## src/rtl/gpio_reg_arbiter.sv

```systemverilog
// gpio_reg_arbiter: round-robin arbiter and IDLE/ISSUE/RESP access sequencer for the GPIO lite register port.
// Optional macro GPIO_ARB_LOCK_EN adds an ownership lock so one requester can do an atomic read-modify-write.
module gpio_reg_arbiter #(
   parameter int NUM_REQ = 4,
   parameter int ADDR_W  = 6,
   parameter int DATA_W  = 16
) (
   input  logic                        pclk,
   input  logic                        n_reset,
   input  logic [NUM_REQ-1:0]          req,
   input  logic [NUM_REQ-1:0]          req_write,
   input  logic [NUM_REQ*ADDR_W-1:0]   req_addr,
   input  logic [NUM_REQ*DATA_W-1:0]   req_wdata,
   input  logic [NUM_REQ-1:0]          req_lock,
   output logic [NUM_REQ-1:0]          gnt,
   output logic [NUM_REQ-1:0]          rsp_valid,
   output logic [DATA_W-1:0]           rsp_rdata,
   output logic                        busy,
   output logic                        read,
   output logic                        write,
   output logic [ADDR_W-1:0]           addr,
   output logic [DATA_W-1:0]           wdata,
   input  logic [DATA_W-1:0]           rdata
);
   localparam int IDX_W = (NUM_REQ > 1) ? $clog2(NUM_REQ) : 1;
   localparam logic [IDX_W-1:0]   LAST_IDX = IDX_W'(NUM_REQ - 1);
   localparam logic [NUM_REQ-1:0] ONE_HOT0 = NUM_REQ'(1);

   typedef enum logic [1:0] {
      S_IDLE  = 2'd0,
      S_ISSUE = 2'd1,
      S_RESP  = 2'd2
   } state_t;

   state_t              state_q, state_d;
   logic [IDX_W-1:0]    last_q, last_d;
   logic [IDX_W-1:0]    owner_q, owner_d;
   logic                op_wr_q, op_wr_d;
   logic [ADDR_W-1:0]   op_addr_q, op_addr_d;
   logic [DATA_W-1:0]   op_wdata_q, op_wdata_d;

   logic [ADDR_W-1:0]   addr_arr  [NUM_REQ];
   logic [DATA_W-1:0]   wdata_arr [NUM_REQ];

   logic                rr_found;
   logic [IDX_W-1:0]    rr_winner;
   logic [IDX_W-1:0]    cand;
   logic                grant_en;
   logic [IDX_W-1:0]    grant_idx;

   genvar gi;
   generate
      for (gi = 0; gi < NUM_REQ; gi++) begin : g_unpack
         assign addr_arr[gi]  = req_addr[gi*ADDR_W +: ADDR_W];
         assign wdata_arr[gi] = req_wdata[gi*DATA_W +: DATA_W];
      end
   endgenerate

   // Explicit compare-and-wrap keeps the search correct for non-power-of-two NUM_REQ.
   always_comb begin
      rr_found  = 1'b0;
      rr_winner = '0;
      cand      = last_q;
      for (int i = 0; i < NUM_REQ; i++) begin
         cand = (cand == LAST_IDX) ? '0 : cand + 1'b1;
         if (!rr_found && req[cand]) begin
            rr_found  = 1'b1;
            rr_winner = cand;
         end
      end
   end

`ifdef GPIO_ARB_LOCK_EN
   logic locked_q, locked_d;

   always_comb begin
      locked_d  = locked_q;
      grant_en  = 1'b0;
      grant_idx = rr_winner;
      if (state_q == S_IDLE) begin
         if (locked_q) begin
            if (req[owner_q]) begin
               grant_en  = 1'b1;
               grant_idx = owner_q;
               locked_d  = req_lock[owner_q];
            end else begin
               locked_d  = 1'b0;
            end
         end else if (rr_found) begin
            grant_en  = 1'b1;
            locked_d  = req_lock[rr_winner];
         end
      end
      // A held-low reset must keep gnt quiet even though it is decoded combinationally.
      grant_en = grant_en & n_reset;
   end

   always_ff @(posedge pclk or negedge n_reset) begin
      if (!n_reset) begin
         locked_q <= 1'b0;
      end else begin
         locked_q <= locked_d;
      end
   end
`else
   logic unused_lock;
   assign unused_lock = ^req_lock;

   always_comb begin
      grant_idx = rr_winner;
      // A held-low reset must keep gnt quiet even though it is decoded combinationally.
      grant_en  = (state_q == S_IDLE) && rr_found && n_reset;
   end
`endif

   always_comb begin
      state_d    = state_q;
      last_d     = last_q;
      owner_d    = owner_q;
      op_wr_d    = op_wr_q;
      op_addr_d  = op_addr_q;
      op_wdata_d = op_wdata_q;
      gnt        = '0;
      rsp_valid  = '0;
      rsp_rdata  = '0;
      read       = 1'b0;
      write      = 1'b0;
      addr       = '0;
      wdata      = '0;
      case (state_q)
         S_IDLE: begin
            if (grant_en) begin
               gnt        = ONE_HOT0 << grant_idx;
               op_wr_d    = req_write[grant_idx];
               op_addr_d  = addr_arr[grant_idx];
               op_wdata_d = wdata_arr[grant_idx];
               owner_d    = grant_idx;
               last_d     = grant_idx;
               state_d    = S_ISSUE;
            end
         end
         S_ISSUE: begin
            addr    = op_addr_q;
            wdata   = op_wdata_q;
            write   = op_wr_q;
            read    = ~op_wr_q;
            state_d = S_RESP;
         end
         S_RESP: begin
            rsp_valid = ONE_HOT0 << owner_q;
            rsp_rdata = op_wr_q ? '0 : rdata;
            state_d   = S_IDLE;
         end
         default: begin
            state_d = S_IDLE;
         end
      endcase
   end

   assign busy = (state_q != S_IDLE);

   always_ff @(posedge pclk or negedge n_reset) begin
      if (!n_reset) begin
         state_q    <= S_IDLE;
         last_q     <= LAST_IDX;
         owner_q    <= '0;
         op_wr_q    <= 1'b0;
         op_addr_q  <= '0;
         op_wdata_q <= '0;
      end else begin
         state_q    <= state_d;
         last_q     <= last_d;
         owner_q    <= owner_d;
         op_wr_q    <= op_wr_d;
         op_addr_q  <= op_addr_d;
         op_wdata_q <= op_wdata_d;
      end
   end
endmodule

```

## config.mk

```make
export PLATFORM = sky130hd
export DESIGN_NAME = gpio_reg_arbiter
export DESIGN_NICKNAME = d
export VERILOG_FILES = /design/src/rtl/gpio_reg_arbiter.sv
export SDC_FILE = /design/constraint.sdc
export NUM_CORES = 1
export LEC_CHECK = 0
export CORE_MARGIN = 2
export CORE_UTILIZATION = 32
export DETAILED_ROUTE_END_ITERATION = 7
export GPL_TIMING_DRIVEN = 1
export PLACE_DENSITY = 0.9
export SETUP_SLACK_MARGIN = 0.02
export SYNTH_ARGS = -nofsm -noshare
export SYNTH_HDL_FRONTEND = slang
export SYNTH_SLANG_ARGS = --single-unit
```

## constraint.sdc

```tcl
create_clock -name pclk -period 2.5 [get_ports pclk]
set_input_delay 0.375 -clock pclk [delete_from_list [all_inputs] [get_ports pclk]]
set_output_delay 0.375 -clock pclk [all_outputs]
set_load 0.02 [all_outputs]
```

; ---- Word level (Yosys, flattened, before mapping)
; Cells that the tools add are included.
[word_totals]
ff_bits = 29
latch_bits = 0
ram_bits = 0
romBits = 0
inputBits = 118
out_inout_bits = 49
n_memories = 0
[op_classes]
n_addsub = 4
n_mul = 0
div_mod_pow = 0
magnitude_cmp = 6
n_eq_ne = 7
shift = 2
muxes = 39
bitwise_logic = 2
reduce_logical = 11
[ops]
columns = operator, count
row1 = $mux 16, 5
row2 = $bmux 16 s2, 1
row3 = $mux 2, 9
row4 = $mux 6, 3
row5 = $lt 2x3->1 const B, 5
row6 = $bmux 6 s2, 1
row7 = $mux 4, 3
row8 = $mux 1, 11
row9 = $bmux 1 s2, 5
row10 = $eq 2x2->1 const B, 5
row11 = $add 2x1->2 const B, 4
row12 = $shl 1x2->4 const A, 2
row13 = $logic_and 1x1->1, 5
row14 = $pmux 2 s2, 1
row15 = $ge 3x3->1 const B, 1
row16 = $logic_not 1->1, 3
row17 = $not 2->3, 1
row18 = $eq 2x1->1 const B, 1
row19 = $logic_not 2->1, 1
row20 = $ne 2x2->1 const B, 1
row21 = $reduce_and 2->1, 1
row22 = $reduce_bool 2->1, 1
row23 = $not 1->1, 1

; ---- Longest topological paths before layout
[depth]
depth_word = 18
depth_mapped = 10

; ---- Least setup slack after synthesis
; Ideal clock, no wire load.
[synth_timing]
path_kind = register -> output
start = register last_q[0]
end = output port gnt[2]
arrival_time_ns = 2.301
setup_slack_ns = -0.176
path_stages_with_launch = 11
path_buffers = 3
path_cell_list = dfstp_2 -> ha_1 -> buf_2 -> nand2b_1 -> nor3b_1 -> o31ai_1 -> nand4_1 -> and2_1 -> clkbuf_1 -> buf_2 -> nor2b_1
[synth_between]
elab_chain_len = 18
[synth_lines]
columns = item, line_no
row1 = from (decl), 36  ; logic [IDX_W-1:0] last_q, last_d;
row2 = from (signal assigned), 172  ; last_q <= last_d;
row3 = $add 2x1->2 / $eq 2x2->1 (equally long branches), 65  ; cand = (cand == LAST_IDX) ? '0 : cand + 1'b1;
row4 = $mux 2 (*), 65
row5 = "parallel branches: the longest is 14 deep, another holds $add 2x1->2", -
row6 = $mux 4 (*), 132  ; if (grant_en) begin
row7 = $mux 4 (*), 130  ; case (state_q)
row8 = to (decl), 15  ; output logic [NUM_REQ-1:0] gnt,
; Every way passes the cells marked *. The select of a mux whose other input is x is not followed.

; ---- Final worst setup path
[layout_timing]
start = register last_q[0]
end = output port gnt[1]
; The elaborated chain is that of the path after synthesis.

==> results by group <==
Outcome
  • Result of the run: finished, violations left
  • Violations in the final reports: setup timing

Cells and area
  • Fill cell count: 563
  • Share of layout cells above drive strength 1: 18.0%
  • Non-filler cells in the finished layout: 512
  • Final net count: 534
  • Total inserted antenna cells: 0
  • Relative area change from synthesis to final layout: 91.9%
  • Core Util, Final: 63.9%
  • Leading cell types in the layout, fill and taps excluded: sky130_fd_sc_hd__clkdlybuf4s50_1, sky130_fd_sc_hd__mux2i_1, sky130_fd_sc_hd__and2_1
  • Commonest non-fill, non-tap cell in the layout: sky130_fd_sc_hd__clkdlybuf4s50_1

STA
  • Setup repair after global routing missed its margin: true
  • Final setup violation count: 4
  • Final number of hold-violating endpoints: 0
  • Final slew viol count: 0
  • Setup slack after layout: -0.0515 ns
  • Slew headroom: 74.1%
  • Crit path time final: 2.55 ns
  • Setup TNS after final layout: -0.0977 ns
  • Post-route clock period utilization: 102%
  • Least-Margin Pin Slew: 0.389 ns
  • Maximum operating frequency: 392 MHz
  • Worst clock skew on the final layout: 0.00577 ns

Route
  • Total via count in the routed design: 2548
  • Number of design-rule violations left by the first detailed-router iteration: 42
  • Wire length reported by the detailed router: 8.27 mm
  • Detailed-routing iteration count for the pre-antenna-repair pass: 4
  • Final routed DRC violation total: 0
  • Avg WL per Cell: 16.1 um
  • Drt via density: 4.98
  • Antenna-violating nets left: 0

Synth
  • Synthesized instance count: 237
  • Synthesized area divided by synthesized cell count: 9.66 sq um
  • YS warnings: 0
  • Cell Area, Synth: 2290 sq um
  • Cells taking the most area after synthesis: sky130_fd_sc_hd__dfrtp_1, sky130_fd_sc_hd__mux2i_1, sky130_fd_sc_hd__and2_1
  • Sequential-to-total area share from yosys stat: 31.8%
  • Post-synth EDFFs: 0
  • Synth top area share: 29.5%
  • Fraction of registers with async set/reset: 100%
  • Syn_nets: 356
  • Ys flop type: sky130_fd_sc_hd__dfrtp_1
  • Cell type with the highest aggregate area in the netlist: sky130_fd_sc_hd__dfrtp_1
  • Netlist cell types: 40
  • Synthesized flop and latch total: 29

Floorplanning
  • Initial Utilization: 33.3%
  • I/O pin count: 167
  • FP Rows: 30
  • Die Footprint: 7840 sq um
  • Die Span Y: 88.6 um
  • Die extent in x: 88.6 um
  • Core ar.: 6870 sq um

Placement
  • Port Buffers: 162
  • Setup Slack @ Placement: -0.445 ns
  • DP Cell Count: 498
  • DPL Wire Length: 6.27 mm
  • RD Place Congestion: 0.773

Clock network
  • Buffers from clock root to sink, at most: 2
  • Hold buffers post-CTS: 0
  • TritonCTS buffer count: 5
  • Clock slew at the register clock pins of the worst setup and hold paths: 0.06 ns
  • CTS tree: built
  • Clock latency at the later pin of the worst-skew pair: 0.28 ns
  • Number of levels in the clock H-tree: 2
  • Clock Sinks: 29
  • Library cell used as clock root buffer: sky130_fd_sc_hd__clkbuf_8

Flow run
  • Max Cap Viol: 0

Worst setup path
  • Worst-case reg-to-reg path depth: 9
  • CP Capture Type: output port
  • Source of the worst register-to-register timing path: last_q[0]$_DFFE_PN1P_
  • Source of the critical timing path: last_q[0]$_DFFE_PN1P_
  • Setup CP Type: reg -> out
  • Endpoint of the worst setup timing path: gnt[1]
  • Startpoint class of the critical path: register
  • Endpoint of the most critical register-to-register path: op_wdata_q[7]$_DFFE_PN0P_
  • Crit path max fanout: 5
  • Critical path required time: 2.12 ns
  • Worst EP arrival: 2.18 ns
  • Reg-to-reg setup timing slack: 0.11 ns

Power and ir drop
  • Relative contribution of sequential cells to total power: 18.2%
  • P_leak: 1.86 nW
  • Switching Power: 1.81 mW
  • Relative contribution of the clock network to total power: 11.2%
  • Total internal power: 2.75 mW
  • Power density over cell area: 1040 nW/um^2
  • Sw Ratio: 39.7%
  • Worst ir drop on vdd: 0.000598 V
  • Combinational power share: 70.6%

Hold path
  • Type of the worst min-delay path: reg -> reg

Global routing
  • Antenna violations before repair: 0
  • GR Util All Layers: 20.1%
  • Vias in the first global route: 2555
  • Pin count of the biggest net entering global routing: 30
  • Global-route wire length before repair: 12.1 mm
  • Global route overflow: 0
power by group through the flow:
stage	registers (mW)	clock network, mW	logic (mW)
2_1_floorplan	0.792	0	2.10
3_3_place_gp	0.809	0	2.71
3_5_place_dp	0.825	0	2.79
4_1_cts	0.826	0.523	3.15
5_1_grt	0.854	0.543	3.44
6_report	0.828	0.511	3.22
critical path: stages, from the launching register on:
cell and delay, ns:
sky130_fd_sc_hd__dfstp_2 0.56, sky130_fd_sc_hd__ha_4 0.23, sky130_fd_sc_hd__mux2_4 0.30, sky130_fd_sc_hd__a22oi_2 0.11, sky130_fd_sc_hd__nand4_1 0.17, sky130_fd_sc_hd__buf_4 0.19
sky130_fd_sc_hd__nor2_4 0.08, sky130_fd_sc_hd__and2_4 0.14, sky130_fd_sc_hd__buf_6 0.11
kinds of logic after synthesis:
group	synth area share (%)
and+or+nand+nor	23.0
xor gates and xnor gates	0.383
DFF	31.8
muxes	22.1
adders and majority gates	0.547
AOI/OAI and AO/OA	14.7
buffers and inverters	7.38
worst min-delay path by stage:
stage | cells past startpoint | end | from
final | 2 | last_q[1]$_DFFE_PN1P_ | last_q[1]$_DFFE_PN1P_
after detailed placement | 2 | last_q[1]$_DFFE_PN1P_ | last_q[1]$_DFFE_PN1P_
after global routing | 2 | last_q[1]$_DFFE_PN1P_ | last_q[1]$_DFFE_PN1P_
after floorplan | 0 | op_addr_q[0]$_DFFE_PN0P_ | n_reset
after global placement | 2 | last_q[1]$_DFFE_PN1P_ | last_q[1]$_DFFE_PN1P_
after CTS | 2 | last_q[1]$_DFFE_PN1P_ | last_q[1]$_DFFE_PN1P_
per-layer routing:
metal  GRT usage [%]  vias to the layer above  share of wire (%)
met5               0                        -                  0
met4            7.02                        0                2.2
met3            5.97                       20                8.9
met2            38.7                      136                 53
met1            20.5                     1185                 36
li1                -                     1207                  -
stage by stage:
stage	hold WS, ns	cell area [sq um]	power (mW)
floorplan	0.0794	2320	2.90
global placement	0.494	4090	3.52
detailed placement	0.504	4090	3.61
CTS	0.535	4340	4.50
global route	0.563	4390	4.84
finish	0.527	4390	4.56
flip-flops by register name, indices dropped and copies added (netlist names):
register / cells
state_q: 2
last_q: 2
op_wdata_q: 16
op_wr_q: 1
owner_q: 2
op_addr_q: 6
repair_timing:
action                     CTS  global route
buffers inserted             4             1
resized for setup           38            11
cloned                       1             0
pin swaps                    6             5
setup endpoints to repair   21            27
cells in the mapped netlist (2+ instances only):
master,number
sky130_fd_sc_hd__mux2i_1,48
sky130_fd_sc_hd__and2_1,41
sky130_fd_sc_hd__nor2_1,30
sky130_fd_sc_hd__dfrtp_1,27
sky130_fd_sc_hd__a221oi_1,18
sky130_fd_sc_hd__clkbuf_1,8
sky130_fd_sc_hd__nor3b_1,6
sky130_fd_sc_hd__a221oi_2,5
sky130_fd_sc_hd__buf_2,4
sky130_fd_sc_hd__nor2b_1,4
sky130_fd_sc_hd__a21oi_1,3
sky130_fd_sc_hd__buf_6,3
sky130_fd_sc_hd__inv_1,3
sky130_fd_sc_hd__nand2b_1,3
sky130_fd_sc_hd__o21ai_0,3
sky130_fd_sc_hd__a21o_1,2
sky130_fd_sc_hd__buf_12,2
sky130_fd_sc_hd__buf_4,2
sky130_fd_sc_hd__dfstp_2,2
sky130_fd_sc_hd__nand2_1,2
sky130_fd_sc_hd__nor3_1,2
area by class of cell:
| type | instances | area (sq um) | share of cell area (%) |
|---|---|---|---|
| Clock buffer | 7 | 86.3 | 1.97 |
| Clock inverter | 1 | 30.0 | 0.684 |
| Inverter | 4 | 15.0 | 0.342 |
| Multi-Input combinational cell | 184 | 1530 | 34.8 |
| Sequential cell | 29 | 728 | 16.6 |
| Tap cell | 96 | 120 | 2.74 |
| Timing Repair Buffer | 191 | 1880 | 42.9 |
(Power assumes the default switching activity.)
